==> config.mk <==
export PLATFORM = sky130hd
export DESIGN_NAME = seven_seg_scan_driver
export DESIGN_NICKNAME = d
export VERILOG_FILES = /design/src/rtl/seven_seg_scan_driver.sv
export SDC_FILE = /design/constraint.sdc
export NUM_CORES = 1
export LEC_CHECK = 0
export CAP_MARGIN = 25
export CORE_MARGIN = 5
export CORE_UTILIZATION = 50
export CTS_CLUSTER_DIAMETER = 40
export DETAILED_ROUTE_END_ITERATION = 10
export PLACE_DENSITY = 0.74
export SLEW_MARGIN = 20
export SYNTH_ARGS = -nofsm -noshare
export SYNTH_HDL_FRONTEND = slang
export SYNTH_SLANG_ARGS = --single-unit
==> constraint.sdc <==
create_clock -name clk -period 2.3 [get_ports clk]
set_clock_uncertainty 0.05 [all_clocks]
set_input_delay 0.23 -clock clk [delete_from_list [all_inputs] [get_ports clk]]
set_output_delay 0.23 -clock clk [all_outputs]
set_load 0.01 [all_outputs]
==> src/rtl/seven_seg_scan_driver.sv <==
// Time-multiplexed common-anode 7-segment driver: one digit per CLK_DIV-cycle slot,
// frame-latched display value, optional hex digits and leading-zero blanking.
module seven_seg_scan_driver #(
    parameter int NUM_DIGITS    = 4,
    parameter int CLK_DIV       = 50000,
    parameter int HEX_EN        = 1,
    parameter int ACTIVE_LOW_AN = 1,
    localparam int IDX_W        = (NUM_DIGITS > 1) ? $clog2(NUM_DIGITS) : 1
) (
    input  logic                    clk,
    input  logic                    rst,
    input  logic [4*NUM_DIGITS-1:0] value,
    input  logic [NUM_DIGITS-1:0]   dp_in,
    input  logic                    blank_lz,
    input  logic                    enable,
    output logic [6:0]              seg,
    output logic                    dp,
    output logic [NUM_DIGITS-1:0]   an,
    output logic [IDX_W-1:0]        digit_idx,
    output logic                    frame_tick
);

    localparam int PRE_W = (CLK_DIV > 1) ? $clog2(CLK_DIV) : 1;
    localparam logic [PRE_W-1:0]      PRE_LAST = PRE_W'(CLK_DIV - 1);
    localparam logic [IDX_W-1:0]      IDX_LAST = IDX_W'(NUM_DIGITS - 1);
    localparam logic [NUM_DIGITS-1:0] AN_IDLE  = (ACTIVE_LOW_AN != 0) ? '1 : '0;
    localparam logic [6:0]            SEG_OFF  = 7'b1111111;

    logic [PRE_W-1:0]        prescaler_reg;
    logic [IDX_W-1:0]        idx_reg;
    logic [4*NUM_DIGITS-1:0] shadow_reg;
    logic [NUM_DIGITS-1:0]   dp_shadow_reg;

    logic [6:0]              seg_reg;
    logic                    dp_reg;
    logic [NUM_DIGITS-1:0]   an_reg;
    logic [IDX_W-1:0]        digit_idx_reg;
    logic                    frame_tick_reg;

    logic                    slot_end;
    logic                    frame_end;
    logic [IDX_W-1:0]        idx_next;
    logic [PRE_W-1:0]        prescaler_next;
    logic [3:0]              nib [NUM_DIGITS];
    logic [NUM_DIGITS-1:0]   zero_from;
    logic [6:0]              seg_next;
    logic [NUM_DIGITS-1:0]   an_onehot;

    function automatic logic [6:0] decode(input logic [3:0] n);
        logic [6:0] s;
        case (n)
            4'h0: s = 7'b1000000;
            4'h1: s = 7'b1111001;
            4'h2: s = 7'b0100100;
            4'h3: s = 7'b0110000;
            4'h4: s = 7'b0011001;
            4'h5: s = 7'b0010010;
            4'h6: s = 7'b0000010;
            4'h7: s = 7'b1111000;
            4'h8: s = 7'b0000000;
            4'h9: s = 7'b0010000;
            4'hA: s = (HEX_EN != 0) ? 7'b0001000 : SEG_OFF;
            4'hB: s = (HEX_EN != 0) ? 7'b0000011 : SEG_OFF;
            4'hC: s = (HEX_EN != 0) ? 7'b1000110 : SEG_OFF;
            4'hD: s = (HEX_EN != 0) ? 7'b0100001 : SEG_OFF;
            4'hE: s = (HEX_EN != 0) ? 7'b0000110 : SEG_OFF;
            default: s = (HEX_EN != 0) ? 7'b0001110 : SEG_OFF;
        endcase
        return s;
    endfunction

    // zero_from[k]: nibble k and every nibble above it are zero
    generate
        for (genvar gi = 0; gi < NUM_DIGITS; gi++) begin : g_nib
            assign nib[gi]       = shadow_reg[4*gi +: 4];
            assign zero_from[gi] = (shadow_reg[4*NUM_DIGITS-1:4*gi] == '0);
        end
    endgenerate

    always_comb begin
        slot_end       = enable && (prescaler_reg == PRE_LAST);
        frame_end      = slot_end && (idx_reg == IDX_LAST);
        prescaler_next = (prescaler_reg == PRE_LAST) ? '0 : prescaler_reg + 1'b1;
        idx_next       = (idx_reg == IDX_LAST) ? '0 : idx_reg + 1'b1;
        an_onehot      = NUM_DIGITS'(1) << idx_reg;
        seg_next       = decode(nib[idx_reg]);
        if (blank_lz && (idx_reg != '0) && zero_from[idx_reg]) begin
            seg_next = SEG_OFF;
        end
    end

    always_ff @(posedge clk) begin
        if (rst) begin
            prescaler_reg <= '0;
            idx_reg       <= '0;
            shadow_reg    <= '0;
            dp_shadow_reg <= '0;
        end else if (enable) begin
            prescaler_reg <= prescaler_next;
            if (slot_end) begin
                idx_reg <= idx_next;
            end
            // display value only changes at the frame boundary so a frame never tears
            if (frame_end) begin
                shadow_reg    <= value;
                dp_shadow_reg <= dp_in;
            end
        end
    end

    always_ff @(posedge clk) begin
        if (rst) begin
            seg_reg        <= SEG_OFF;
            dp_reg         <= 1'b1;
            an_reg         <= AN_IDLE;
            digit_idx_reg  <= '0;
            frame_tick_reg <= 1'b0;
        end else begin
            digit_idx_reg  <= idx_reg;
            frame_tick_reg <= frame_end;
            if (enable) begin
                seg_reg <= seg_next;
                dp_reg  <= ~dp_shadow_reg[idx_reg];
                an_reg  <= (ACTIVE_LOW_AN != 0) ? ~an_onehot : an_onehot;
            end else begin
                seg_reg <= SEG_OFF;
                dp_reg  <= 1'b1;
                an_reg  <= AN_IDLE;
            end
        end
    end

    assign seg        = seg_reg;
    assign dp         = dp_reg;
    assign an         = an_reg;
    assign digit_idx  = digit_idx_reg;
    assign frame_tick = frame_tick_reg;

endmodule

# Word-level counts from Yosys, hierarchy flattened

Memories as Yosys holds them, arrays and structs flattened. A register that Yosys moved wholly into a read port is not among the register bits.
Index checks and enable logic that the tools add are counted.

Bitwise gates (word level): 4
Shifts and indexed selects: 1
Muxes and demuxes: 9
Reduce and logical (&&, ||, !) cells: 13
Magnitude comparators: 2
Equal/unequal tests: 2
$add $sub $neg: 2

Operator list:

| cell                                                                          | number |
|---|---|
| 16-bit by 1-bit adder with 16-bit output (second input constant)              | 1 |
| 16-bit equality test (second input constant)                                  | 1 |
| 16-bit zero test                                                              | 1 |
| 16-bit two-way mux                                                            | 1 |
| 12-bit zero test                                                              | 1 |
| 4-bit binary-select mux with 2-bit select                                     | 1 |
| 8-bit zero test                                                               | 1 |
| 4-bit two-way mux                                                             | 2 |
| 1-bit binary-select mux with 2-bit select                                     | 2 |
| 1-bit logical AND                                                             | 4 |
| 4-bit zero test                                                               | 1 |
| 4-bit inverter                                                                | 1 |
| 2-bit AND reduction                                                           | 2 |
| 1-bit by 2-bit left shift with 4-bit output (first input constant)            | 1 |
| 3-bit >= comparator (second input constant)                                   | 1 |
| 2-bit by 3-bit less-than comparator with 1-bit output (second input constant) | 1 |
| 2-bit inverter with 3-bit output                                              | 1 |
| 3-bit OR reduction                                                            | 1 |
| 2-bit by 1-bit adder with 2-bit output (second input constant)                | 1 |
| 2-bit equality test (second input constant)                                   | 1 |
| 1-bit two-way mux                                                             | 2 |
| 2-bit two-way mux                                                             | 1 |
| 1-bit inverter                                                                | 2 |
| 2-bit nonzero test                                                            | 1 |
| 2-bit OR reduction                                                            | 1 |

Word-level logic and storage cells: 42
Flip-flop bits (word level): 46
Memories kept: 1
Output and inout port bits: 15
Input bits: 24
Bits in read-only memories: 112

Memories:

| name            | depth | bits a word | read ports | clocked after memory_dff | wr ports | line | text |
|---|---|---|---|---|---|---|---|
| (no name shown) | 16    | 7           | 1          | 1                        | 0        | 51   | `case (n)` |

# Logic depth before layout (Yosys ltp)

Word-level depth: 5
Depth in mapped cells: 8
Mapped depth without buffers: 7

# Least setup slack after synthesis

OpenSTA, ideal clock, no wires.

Path type: flip-flop to flip-flop
Start: register idx_reg[0]
End: register seg_reg[1], in the netlist seg[1]
Setup slack: 186 ps
Stages on the path, launching flop included: 7
Period minus slack after synthesis: 2114 ps
Library setup time: 134 ps
Path buffers: 1
Data required time: 2116 ps
Arrival time: 1930 ps
Path through: dfxtp_1 buf_2 mux4_2 inv_1 ha_1 o211ai_1 o211ai_1

Longest elaborated chain between the ends: 4
Elaborated cells on any way between the ends: 10
Classes of those cells: 5 x mux; 1 x bitwise; 4 x reduce/logical

Ends and longest elaborated chain:

| element                                                                 | line   | text |
|---|---|---|
| start: declaration                                                      | 30     | `logic [IDX_W-1:0] idx_reg;` |
| start signal: assignment                                                | 101    | `idx_reg <= idx_next;` |
| 1-bit binary-select mux with 2-bit select, or another cell as far along | 87     | `if (blank_lz && (idx_reg != '0) && zero_from[idx_reg]) begin` |
| 1-bit two-way mux (not written as such), or another cell as far along   | 87     |  |
| 1-bit logical AND or 4-bit two-way mux (tied branches)                  | 87, 86 |  |
| 3-bit OR reduction (no line) or 4-bit two-way mux (tied branches)       | -      |  |
| end: declaration                                                        | 34     | `logic [6:0] seg_reg;` |

Parallel ways exist; a longest one is shown, timed or not. The select of a mux whose other input is x is not followed.
A chain may end at the register's enable or synchronous reset.

# Final worst setup path

Start: register idx_reg[0]
End: register seg_reg[4], in the netlist seg[4]

The elaborated chain is that of the path after synthesis.

==> flow_summary.ini <==
[run_status]
outcome = completed

[synth]
synth_warnings = 0
syn_inst = 285
synth_seq_cells = 53
synth_area_leaders = dfxtp_1, o31ai_2, nand4_1
synth_area_um2 = 2690
yosysSeqAreaShare_pct = 39.5
async_reset_ff_share_pct = 0
synth_most_common_cell = dfxtp_1
yosys.area.top_type = dfxtp_1
synth_cell_types = 39
synth_fp_nets = 320
post_synth.cell_area_avg_um2 = 9.42
yosys.area.top_type_share_pct = 39.5
synth_commonest_cells = dfxtp_1, nand4_1, a21oi_1
ys.flop_type = dfxtp_1
synth_edf_count = 0

[global_route]
grt_antenna_before_repair = 0
grt-ovfl-total = 0
busiest_layer = met2
met3_usage_pct = 3.66
grt_pass1_vias = 2118
grt_max_degree = 25
grt_use_total_pct = 17.9
grt.met1_usage_pct = 23.0
met2_usage_pct = 30.1
grt_first_pass_wirelength_um = 10500

[critical_path]
required_ps = 2440
crit_chain = buf_4, mux4_2, mux2_2, o21ai_0, nand2_1
cp-end-kind = register
start_kind = register
crit_family = multiplexers
worst-path-buf-inv = 1
worst-setup-path-type = register to register
max_stage_delay_ps = 660
cp_slowest_cell = mux4_2
critPathMaxFanout = 13
cp.arrival_ps = 2130

[die]
die_w_um = 83.3
ioPinCount = 39
start_util_pct = 51.9
die_h_um = 83.3
num_rows = 26
core_um2 = 5170
dieArea_um2 = 6940

[power_and_ir_drop]
switchingPower_w = 0.000331
combPwrFrac_pct = 5.9
clkPwrFrac_pct = 34.2
power.leakage_nw = 1.03
seqPwrFrac_pct = 59.9
swShare_pct = 21.3
peakVddDrop_mv = 0.296
total_power_w = 0.00155
intPower_w = 0.00122
p_per_area_nw_per_um2 = 481

[placement]
place_ws_ps = 325
place.gp.congestion = 0.901
io_buffers = 38
placed_area_um2 = 3140
dp_hpwl_um = 4400

[layout]
nets = 354
areaGrowthSynthToFinish_pct = 20.3
postLayoutCellArea_um2 = 3230
fill_cells = 430
drive_above_1_share_pct = 13.5
diodes = 0

[worst_hold_path]
hp-class = input pin to register

[detailed_routing]
drt_iter0_markers = 185
vias = 2252
dr.pass1.iters = 4
drt_wl_total_um = 6210
drt-vias-per-instance = 5.79
drc_errors = 0
wl_per_cell_um = 16.0
ant_nets = 0

[timing]
layout_min_cycle_time_ps = 1990
rsz0062_at_grt = no
finalSetupViolCount = 0
fmax_mhz = 502
worst_pin_slew_ps = 569
period_share_pct = 86.6
hold_viol_final = 0
setup_slack_ps = 308
maxSlewHeadroom_pct = 61.6
drv_slew = 0
setup_tns_ps = 0

[clock_tree]
htreeDepth = 2
tritoncts = done
path_clk_slew_ps = 90
cts_hold_buf = 0
cts.repair.resized = 0
cts-root-buf = clkbuf_8
clkLatencyLatePin_ps = 300
cts_buffers = 5
clk_path_buf_depth = 2
cts_sinks = 53
cts_setup_buffers = 0

[run]
cap_viol_max_count = 0
final timing paths:
path                      endpoint  slack [ps]              from  cells past startpoint
hold / removal    dp_shadow_reg[3]         430          dp_in[3]                      3
setup reg to reg            seg[4]         310        idx_reg[0]                      5
setup / recovery            seg[4]         310        idx_reg[0]                      5
hold reg to reg   dp_shadow_reg[1]         430  dp_shadow_reg[1]                      2
power groups by stage:
stage	registers [W]	clock network [W]	logic [W]
after detailed placement	0.000953	0	0.0000919
after CTS	0.000932	0.000537	0.0000925
after floorplan	0.000956	0	0.0000267
after global routing	0.000933	0.000587	0.0000979
after global placement	0.000953	0	0.0000913
final	0.000932	0.000531	0.0000918
routing by layer:
metal / vias up / part of all wire, % / wire length (µm)
met5: - / 0 / 0
met4: 0 / 1.7 / 103
met3: 10 / 3.7 / 229
met2: 46 / 49 / 3060
met1: 1081 / 45 / 2820
li1: 1115 / - / -
worst min-delay path, cell delays in order:
cell and delay [ps]:
clkdlybuf4s50_1 390, nand4_1 70, a21oi_1 50
final cells by class:
class                           instances  area, µm²  area share [%]
Clock buffer                            7       86.3            2.67
Inverter                                6       22.5           0.697
Multi-Input combinational cell        202       1500            46.3
Sequential cell                        53       1060            32.8
Tap cell                               70       87.6            2.71
Timing Repair Buffer                   51        478            14.8
through the flow:
| step | hold WS [ps] | utilization [%] | std cells |
|---|---|---|---|
| floorplan | 330 | - | 285 |
| detailed placement | 425 | 60.8 | 382 |
| global route | 434 | 62.5 | 389 |
| CTS | 434 | 62.5 | 389 |
| global placement | 416 | 60.8 | 382 |
| finish | 434 | 62.5 | 389 |
kinds of logic (layout without fill, tap and decap cells):
| group | count (synthesis) | in the layout | share of synthesized area (%) |
|---|---|---|---|
| and+or+nand+nor | 101 | 101 | 20.2 |
| AOI/OAI and AO/OA | 63 | 63 | 18.3 |
| DFF | 53 | 53 | 39.5 |
| buffers and inverters | 30 | 64 | 5.13 |
| xor gates and xnor gates | 15 | 15 | 4.89 |
| muxes | 12 | 12 | 6.85 |
| adders and majority gates | 11 | 11 | 5.13 |
placed cells by master, fill, tap and decap left out, types with 5 or more instances in the layout:
| master | n |
|---|---|
| dfxtp_1 | 53 |
| clkbuf_8 | 6 |
| clkdlybuf4s50_1 | 38 |
| nor3_1 | 5 |
| o31ai_2 | 17 |
| ha_1 | 11 |
| xnor2_1 | 6 |
| nor2_1 | 22 |
| inv_1 | 6 |
| buf_4 | 13 |
| xor2_1 | 9 |
| mux2i_1 | 6 |
| o31ai_1 | 6 |
| nand4_1 | 29 |
| nand2_1 | 17 |
| mux4_2 | 5 |
| a21oi_1 | 25 |
| nor4_1 | 5 |
(Power assumes the default switching activity.)
